--- src/rtl/lcd_char_buf_ctrl.sv ---
// ----------------------------------------------------------------------------
// lcd_char_buf_ctrl
//
// Character-buffer controller between the RS485 receive path and the RGB LCD
// character display. Two requesters share one COLS x ROWS text buffer:
// received bytes, and four debounced key commands (clear, freeze, home,
// newline). The display pixel generator scans the buffer through a
// registered read port.
//
// Ports:
//   sys_clk    in   1  system clock
//   sys_rst_n  in   1  asynchronous active-low reset
//   key        in   4  raw push buttons, active-low (0 clear, 1 freeze,
//                      2 home, 3 newline)
//   rx_valid   in   1  received byte strobe
//   rx_data    in   8  received byte
//   rx_ready   out  1  byte accepted in any cycle with rx_valid && rx_ready
//   rd_addr    in   5  display read address (row*COLS+col)
//   rd_data    out  8  buffer character, 1-cycle latency
//   cur_pos    out  5  current cursor address
//   frozen     out  1  received bytes are consumed but not written
//   busy       out  1  clear sequence in progress
//   drop_cnt   out  8  (only with RX_DROP_CNT_EN) saturating count of
//                      cycles with rx_valid high and rx_ready low
//
// Optional feature macro: RX_DROP_CNT_EN
// ----------------------------------------------------------------------------
module lcd_char_buf_ctrl #(
  parameter int COLS    = 16,
  parameter int ROWS    = 2,
  parameter int DEB_CNT = 1_000_000
) (
  input  logic       sys_clk,
  input  logic       sys_rst_n,
  input  logic [3:0] key,
  input  logic       rx_valid,
  input  logic [7:0] rx_data,
  output logic       rx_ready,
  input  logic [4:0] rd_addr,
  output logic [7:0] rd_data,
  output logic [4:0] cur_pos,
  output logic       frozen,
  output logic       busy
`ifdef RX_DROP_CNT_EN
  ,
  output logic [7:0] drop_cnt
`endif
);

  localparam int NCELLS = COLS * ROWS;
  localparam int CW     = (DEB_CNT > 1) ? $clog2(DEB_CNT + 1) : 1;

  typedef enum logic {
    S_IDLE,
    S_CLEAR
  } state_t;

  // --------------------------------------------------------------------------
  // Key conditioning: synchronizer, debounce counter, press detector per key
  // --------------------------------------------------------------------------
  logic [3:0] key_press;

  for (genvar gi = 0; gi < 4; gi++) begin : g_key
    logic          meta_reg;
    logic          sync_reg;
    logic          deb_reg;
    logic          press_reg;
    logic [CW-1:0] cnt_reg;

    always_ff @(posedge sys_clk or negedge sys_rst_n) begin
      if (!sys_rst_n) begin
        meta_reg  <= 1'b1;
        sync_reg  <= 1'b1;
        deb_reg   <= 1'b1;
        press_reg <= 1'b0;
        cnt_reg   <= '0;
      end else begin
        meta_reg  <= key[gi];
        sync_reg  <= meta_reg;
        press_reg <= 1'b0;
        if (sync_reg == deb_reg) begin
          // Any agreement restarts the stability window.
          cnt_reg <= '0;
        end else if (cnt_reg == CW'(DEB_CNT - 1)) begin
          deb_reg   <= sync_reg;
          cnt_reg   <= '0;
          // Only the released -> pressed edge is a command.
          press_reg <= ~sync_reg;
        end else begin
          cnt_reg <= cnt_reg + 1'b1;
        end
      end
    end

    assign key_press[gi] = press_reg;
  end

  // Fixed priority: key0 > key1 > key2 > key3; losers are dropped.
  logic sel_clear, sel_freeze, sel_home, sel_newline, any_press;
  assign sel_clear   = key_press[0];
  assign sel_freeze  = key_press[1] & ~key_press[0];
  assign sel_home    = key_press[2] & ~(|key_press[1:0]);
  assign sel_newline = key_press[3] & ~(|key_press[2:0]);
  assign any_press   = |key_press;

  // --------------------------------------------------------------------------
  // Control state
  // --------------------------------------------------------------------------
  state_t     state_reg,   state_next;
  logic [4:0] cur_pos_reg, cur_pos_next;
  logic       frozen_reg,  frozen_next;
  logic [4:0] clr_idx_reg, clr_idx_next;
  logic       wr_en;
  logic [4:0] wr_addr;
  logic [7:0] wr_data;
  logic       accept;

  // Start of the row after the one holding pos; last row wraps to 0.
  function automatic logic [4:0] next_row(input logic [4:0] pos);
    int row;
    row = int'(pos) / COLS;
    if (row >= ROWS - 1) return 5'd0;
    return 5'((row + 1) * COLS);
  endfunction

  function automatic logic [4:0] advance(input logic [4:0] pos);
    if (pos == 5'(NCELLS - 1)) return 5'd0;
    return pos + 5'd1;
  endfunction

  assign rx_ready = (state_reg == S_IDLE) && !any_press;
  assign accept   = rx_valid && rx_ready;

  always_ff @(posedge sys_clk or negedge sys_rst_n) begin
    if (!sys_rst_n) begin
      state_reg   <= S_IDLE;
      cur_pos_reg <= '0;
      frozen_reg  <= 1'b0;
      clr_idx_reg <= '0;
    end else begin
      state_reg   <= state_next;
      cur_pos_reg <= cur_pos_next;
      frozen_reg  <= frozen_next;
      clr_idx_reg <= clr_idx_next;
    end
  end

  always_comb begin
    state_next   = state_reg;
    cur_pos_next = cur_pos_reg;
    frozen_next  = frozen_reg;
    clr_idx_next = clr_idx_reg;
    wr_en        = 1'b0;
    wr_addr      = cur_pos_reg;
    wr_data      = 8'h20;

    if (sel_freeze) frozen_next = ~frozen_reg;

    case (state_reg)
      S_IDLE: begin
        if (sel_clear) begin
          state_next   = S_CLEAR;
          clr_idx_next = '0;
        end else if (sel_home) begin
          cur_pos_next = '0;
        end else if (sel_newline) begin
          cur_pos_next = next_row(cur_pos_reg);
        end else if (accept && !frozen_reg) begin
          if (rx_data >= 8'h20 && rx_data <= 8'h7E) begin
            wr_en        = 1'b1;
            wr_data      = rx_data;
            cur_pos_next = advance(cur_pos_reg);
          end else begin
            case (rx_data)
              8'h0D: cur_pos_next = next_row(cur_pos_reg);
              8'h0A: ;
              8'h08: begin
                // Backspace erases the cell it moves onto; no wrap at 0.
                if (cur_pos_reg != 5'd0) begin
                  cur_pos_next = cur_pos_reg - 5'd1;
                  wr_en        = 1'b1;
                  wr_addr      = cur_pos_reg - 5'd1;
                end
              end
              default: begin
                wr_en        = 1'b1;
                wr_data      = 8'h3F;
                cur_pos_next = advance(cur_pos_reg);
              end
            endcase
          end
        end
      end
      S_CLEAR: begin
        wr_en   = 1'b1;
        wr_addr = clr_idx_reg;
        if (clr_idx_reg == 5'(NCELLS - 1)) begin
          state_next   = S_IDLE;
          cur_pos_next = '0;
        end else begin
          clr_idx_next = clr_idx_reg + 5'd1;
        end
      end
      default: state_next = S_IDLE;
    endcase
  end

  // --------------------------------------------------------------------------
  // Text buffer with registered read. Reset must restore spaces, so the
  // storage is kept in flops rather than an uninitialised RAM.
  // --------------------------------------------------------------------------
  logic [7:0] buf_mem [NCELLS];
  logic [7:0] rd_data_reg;

  always_ff @(posedge sys_clk or negedge sys_rst_n) begin
    if (!sys_rst_n) begin
      for (int i = 0; i < NCELLS; i++) buf_mem[i] <= 8'h20;
      rd_data_reg <= 8'h20;
    end else begin
      if (wr_en) buf_mem[wr_addr] <= wr_data;
      rd_data_reg <= ({1'b0, rd_addr} < 6'(NCELLS)) ? buf_mem[rd_addr] : 8'h20;
    end
  end

`ifdef RX_DROP_CNT_EN
  logic [7:0] drop_cnt_reg;

  always_ff @(posedge sys_clk or negedge sys_rst_n) begin
    if (!sys_rst_n) begin
      drop_cnt_reg <= '0;
    end else if (state_reg == S_IDLE && sel_clear) begin
      drop_cnt_reg <= '0;
    end else if (rx_valid && !rx_ready && drop_cnt_reg != 8'hFF) begin
      drop_cnt_reg <= drop_cnt_reg + 8'd1;
    end
  end

  assign drop_cnt = drop_cnt_reg;
`endif

  assign rd_data = rd_data_reg;
  assign cur_pos = cur_pos_reg;
  assign frozen  = frozen_reg;
  assign busy    = (state_reg == S_CLEAR);

endmodule

--- config.mk ---
export PLATFORM = sky130hd
export DESIGN_NAME = lcd_char_buf_ctrl
export DESIGN_NICKNAME = d
export VERILOG_FILES = /design/src/rtl/lcd_char_buf_ctrl.sv
export SDC_FILE = /design/constraint.sdc
export NUM_CORES = 1
export LEC_CHECK = 0
export BUFFER_PORTS_ARGS = -buffer_cell sky130_fd_sc_hd__buf_2
export CAP_MARGIN = 20
export CORE_MARGIN = 3
export CORE_UTILIZATION = 55
export CTS_CLUSTER_SIZE = 8
export DETAILED_ROUTE_END_ITERATION = 16
export PLACE_DENSITY = 0.76
export SYNTH_ARGS = -nofsm -noshare
export SYNTH_HDL_FRONTEND = slang
export SYNTH_SLANG_ARGS = --single-unit
--- constraint.sdc ---
create_clock -name sys_clk -period 3.6 [get_ports sys_clk]
set_clock_uncertainty 0.15 [all_clocks]
set_input_delay 0.72 -clock sys_clk [delete_from_list [all_inputs] [get_ports sys_clk]]
set_output_delay 0.72 -clock sys_clk [all_outputs]
set_load 0.005 [all_outputs]
==> reports/summary.txt <==
Status: finished clean
Setup ws final: 0.1215 ns
Cell leakage power: 0.008952 uW
Hold Crit Class: in -> reg
Htree depth: 2
Initial Utilization: 56.33%
R2R Path End: buf_mem[104]$_DFFE_PN0P_
Vias in the first global route: 11.47k
Vias: 10.58k
Number of synthesized flops with an enable pin: 0
DRT Wirelength: 37240 um
Critical path data required time: 3.89 ns
Synth Instances: 1283
Achievable Freq: 287.5 MHz
Max-cap violations: 0
GP Congestion: 0.8101
Worst slew margin: 51.17%
Area of the mapped netlist: 0.01741 mm^2
Post-synth ARST share: 100.0%
Hold wc startpoint: key[0]
Hold slack: 0.1117 ns
Worst R2R Start: cur_pos[1]$_DFFE_PN0P_
Number of nets with antenna violations after routing: 0
Worst Tran Pin Value: 0.7325 ns
VDD IR-drop max: 0.3560 mV
Die span in y: 183.9 um
Final cell count without fillers: 1795
Storage cell area: 0.009365 mm^2
Hold violation total from the final report: 0
Top cells by area, synth: dfrtp_1 (47%), mux2_2 (14%), mux4_2 (10%)
Ports: 36
Die area: 0.03383 mm^2
Flops & latches, synth: 372
Final nets: 1384
Root Buffer: clkbuf_16
Vias/cell: 5.894
Initial antenna violation count: 0
Final worst path period share: 96.62%
Die W: 183.9 um
Fill count: 2244
Core box area: 0.03091 mm^2
Post-CTS sizing: 0
Largest register FFs: 256
RSZ-0062 raised after global routing: false
Worst setup path category: reg -> reg
P&R area growth vs syn: 13.78%
Worst setup SP type: register
Dpl cells: 1696
Final Slew Violations: 0
Worst reg2reg setup slack: 0.12 ns
CTS clk-pin slew, worst paths: 0.05 ns
Peak fanout along the critical path: 8
Clk_lat worst skew: 0.56 ns
Synth unique cells: 66
CTS Buf Count: 52
CTS Sinks: 372
Row cnt: 64
Worst EP arrival: 3.77 ns
Synth Warn #: 0
Synth top area share: 47.00%
Largest net degree at the start of global routing: 93
Setup TNS Final: 0 ns
Tmin final: 3.478 ns
Number of I/O port buffers: 35
# DRC: 0
Dpl hpwl: 24340 um
ANT cells: 0
First-pass GRT wire length: 61750 um
Drt pass-1 iters: 5
Final setup violation count: 0
DR WL/cell: 20.75 um
Sequential area share after synthesis: 53.79%
PwrDens: 599.4 mW/mm^2
Synth area leader: dfrtp_1
Hold Path End: g_key[0].meta_reg$_DFF_PN1_
CTS tree: built
Critical Path Sink Type: register
Syn Nets: 1312
Layout cells sized above 1: 38.03%
Reg2Reg Depth: 10
Gr usage total: 23.08%
Post-Syn Area per Cell: 13.57 um^2
Area of the multi-input gates: 0.007696 mm^2
Most common flop cell mapped by yosys: dfrtp_1
Clock Tree Buf Depth: 3
Dpl ws: 0.04822 ns
Grt total ovfl: 0
Worst Hold Path Cells: 1
Worst setup startpoint: cur_pos[1]$_DFFE_PN0P_
Initial DRC Count: 543
## critical path: stages, from the launching register on
cell	delay (ns)
dfrtp_1	0.38
inv_1	0.09
ha_1	0.17
or4b_4	0.50
and3_1	0.26
buf_4	0.16
a21oi_4	0.19
o31ai_4	0.11
or3_4	0.43
or2_1	0.50
mux2_4	0.40
## final cells by class
| type | count | share of cell area [%] |
|---|---|---|
| clock buffer | 95 | 7.491 |
| clock inverter | 3 | 0.2400 |
| inverter | 11 | 0.2084 |
| multi-input combinational | 831 | 38.85 |
| sequential | 372 | 47.27 |
| tap | 396 | 2.501 |
| timing repair buffer | 87 | 3.436 |
## cell usage in the layout, fill, tap and decap left out, types with 10 or more instances in the layout
cell type / synthesis / layout
a21oi_1: 11 / 11
and2_1: 20 / 20
and3_1: 11 / 11
buf_2: 13 / 33
buf_4: 1 / 44
clkbuf_1: 38 / 42
clkbuf_16: 0 / 53
dfrtp_1: 327 / 327
dfstp_2: 45 / 45
inv_1: 11 / 11
mux2_1: 10 / 10
mux2_2: 212 / 212
mux2_4: 14 / 14
mux4_2: 80 / 80
nand2_1: 57 / 57
nand2b_1: 10 / 10
nand3_1: 38 / 38
nand4_1: 14 / 14
nor2_1: 106 / 106
nor2_2: 17 / 17
nor2b_1: 22 / 22
nor3_1: 12 / 12
o21ai_0: 22 / 22
xnor2_1: 27 / 27
xor2_1: 50 / 50
## Yosys cell counts (all sizes together) (11+ instances only)
| cell | instances |
|---|---|
| a21oi | 12 |
| and2 | 20 |
| and3 | 11 |
| buf | 31 |
| clkbuf | 38 |
| dfrtp | 327 |
| dfstp | 45 |
| inv | 11 |
| mux2 | 236 |
| mux4 | 80 |
| nand2 | 57 |
| nand3 | 43 |
| nand4 | 14 |
| nor2 | 123 |
| nor2b | 22 |
| nor3 | 14 |
| o21ai | 22 |
| or2 | 11 |
| xnor2 | 27 |
| xor2 | 50 |
## timing repair
| item | CTS | global route |
|---|---|---|
| setup endpoints to repair | 0 | 0 |
| hold buffers | 1 | 0 |
| endpoints found under the hold margin | 48 | 0 |
| setup buffers | 0 | 0 |
## kinds of logic (layout without fill, tap and decap cells)
| group | Yosys count | in the layout | synth area share [%] |
|---|---|---|---|
| xor+xnor | 77 | 77 | 3.873 |
| simple gates | 365 | 365 | 11.12 |
| buf+inv | 80 | 196 | 2.012 |
| mux | 319 | 319 | 26.09 |
| compound gates | 61 | 61 | 2.479 |
| flops | 372 | 372 | 53.79 |
| fa+ha+maj | 9 | 9 | 0.6467 |
## through the flow
step	area, um^2	util, %	total power, uW
global placement	18270	59.10	7249
detailed placement	18270	59.10	7363
finish	19810	64.09	11870
floorplan	17410	-	6684
global route	19810	64.09	12420
CTS	19810	64.09	11980
## worst max-delay path by stage
stage,to,slack (ns),cells past startpoint
after detailed placement,buf_mem[126]$_DFFE_PN0P_,0.05,9
final,buf_mem[104]$_DFFE_PN0P_,0.12,10
after floorplan,buf_mem[112]$_DFFE_PN0P_,0.37,11
after global routing,buf_mem[106]$_DFFE_PN0P_,0.03,10
after global placement,buf_mem[236]$_DFFE_PN0P_,0.11,9
after CTS,buf_mem[126]$_DFFE_PN0P_,0.13,10
## layer usage
layer | GRT usage (%) | vias up | wire length [um]
met5 | 0 | - | 0
met2 | 38.27 | 219 | 18500
met1 | 30.56 | 5511 | 15920
met4 | 8.346 | 0 | 1176
met3 | 4.670 | 90 | 1643
li1 | - | 4760 | -
## power breakdown
part	internal (uW)	total [uW]	switching (uW)
Sequential	4960	5310	351
Combinational	1110	2000	890
Clock	2820	4560	1750
Total	8880	11900	2990
(Power assumes the default switching activity.)
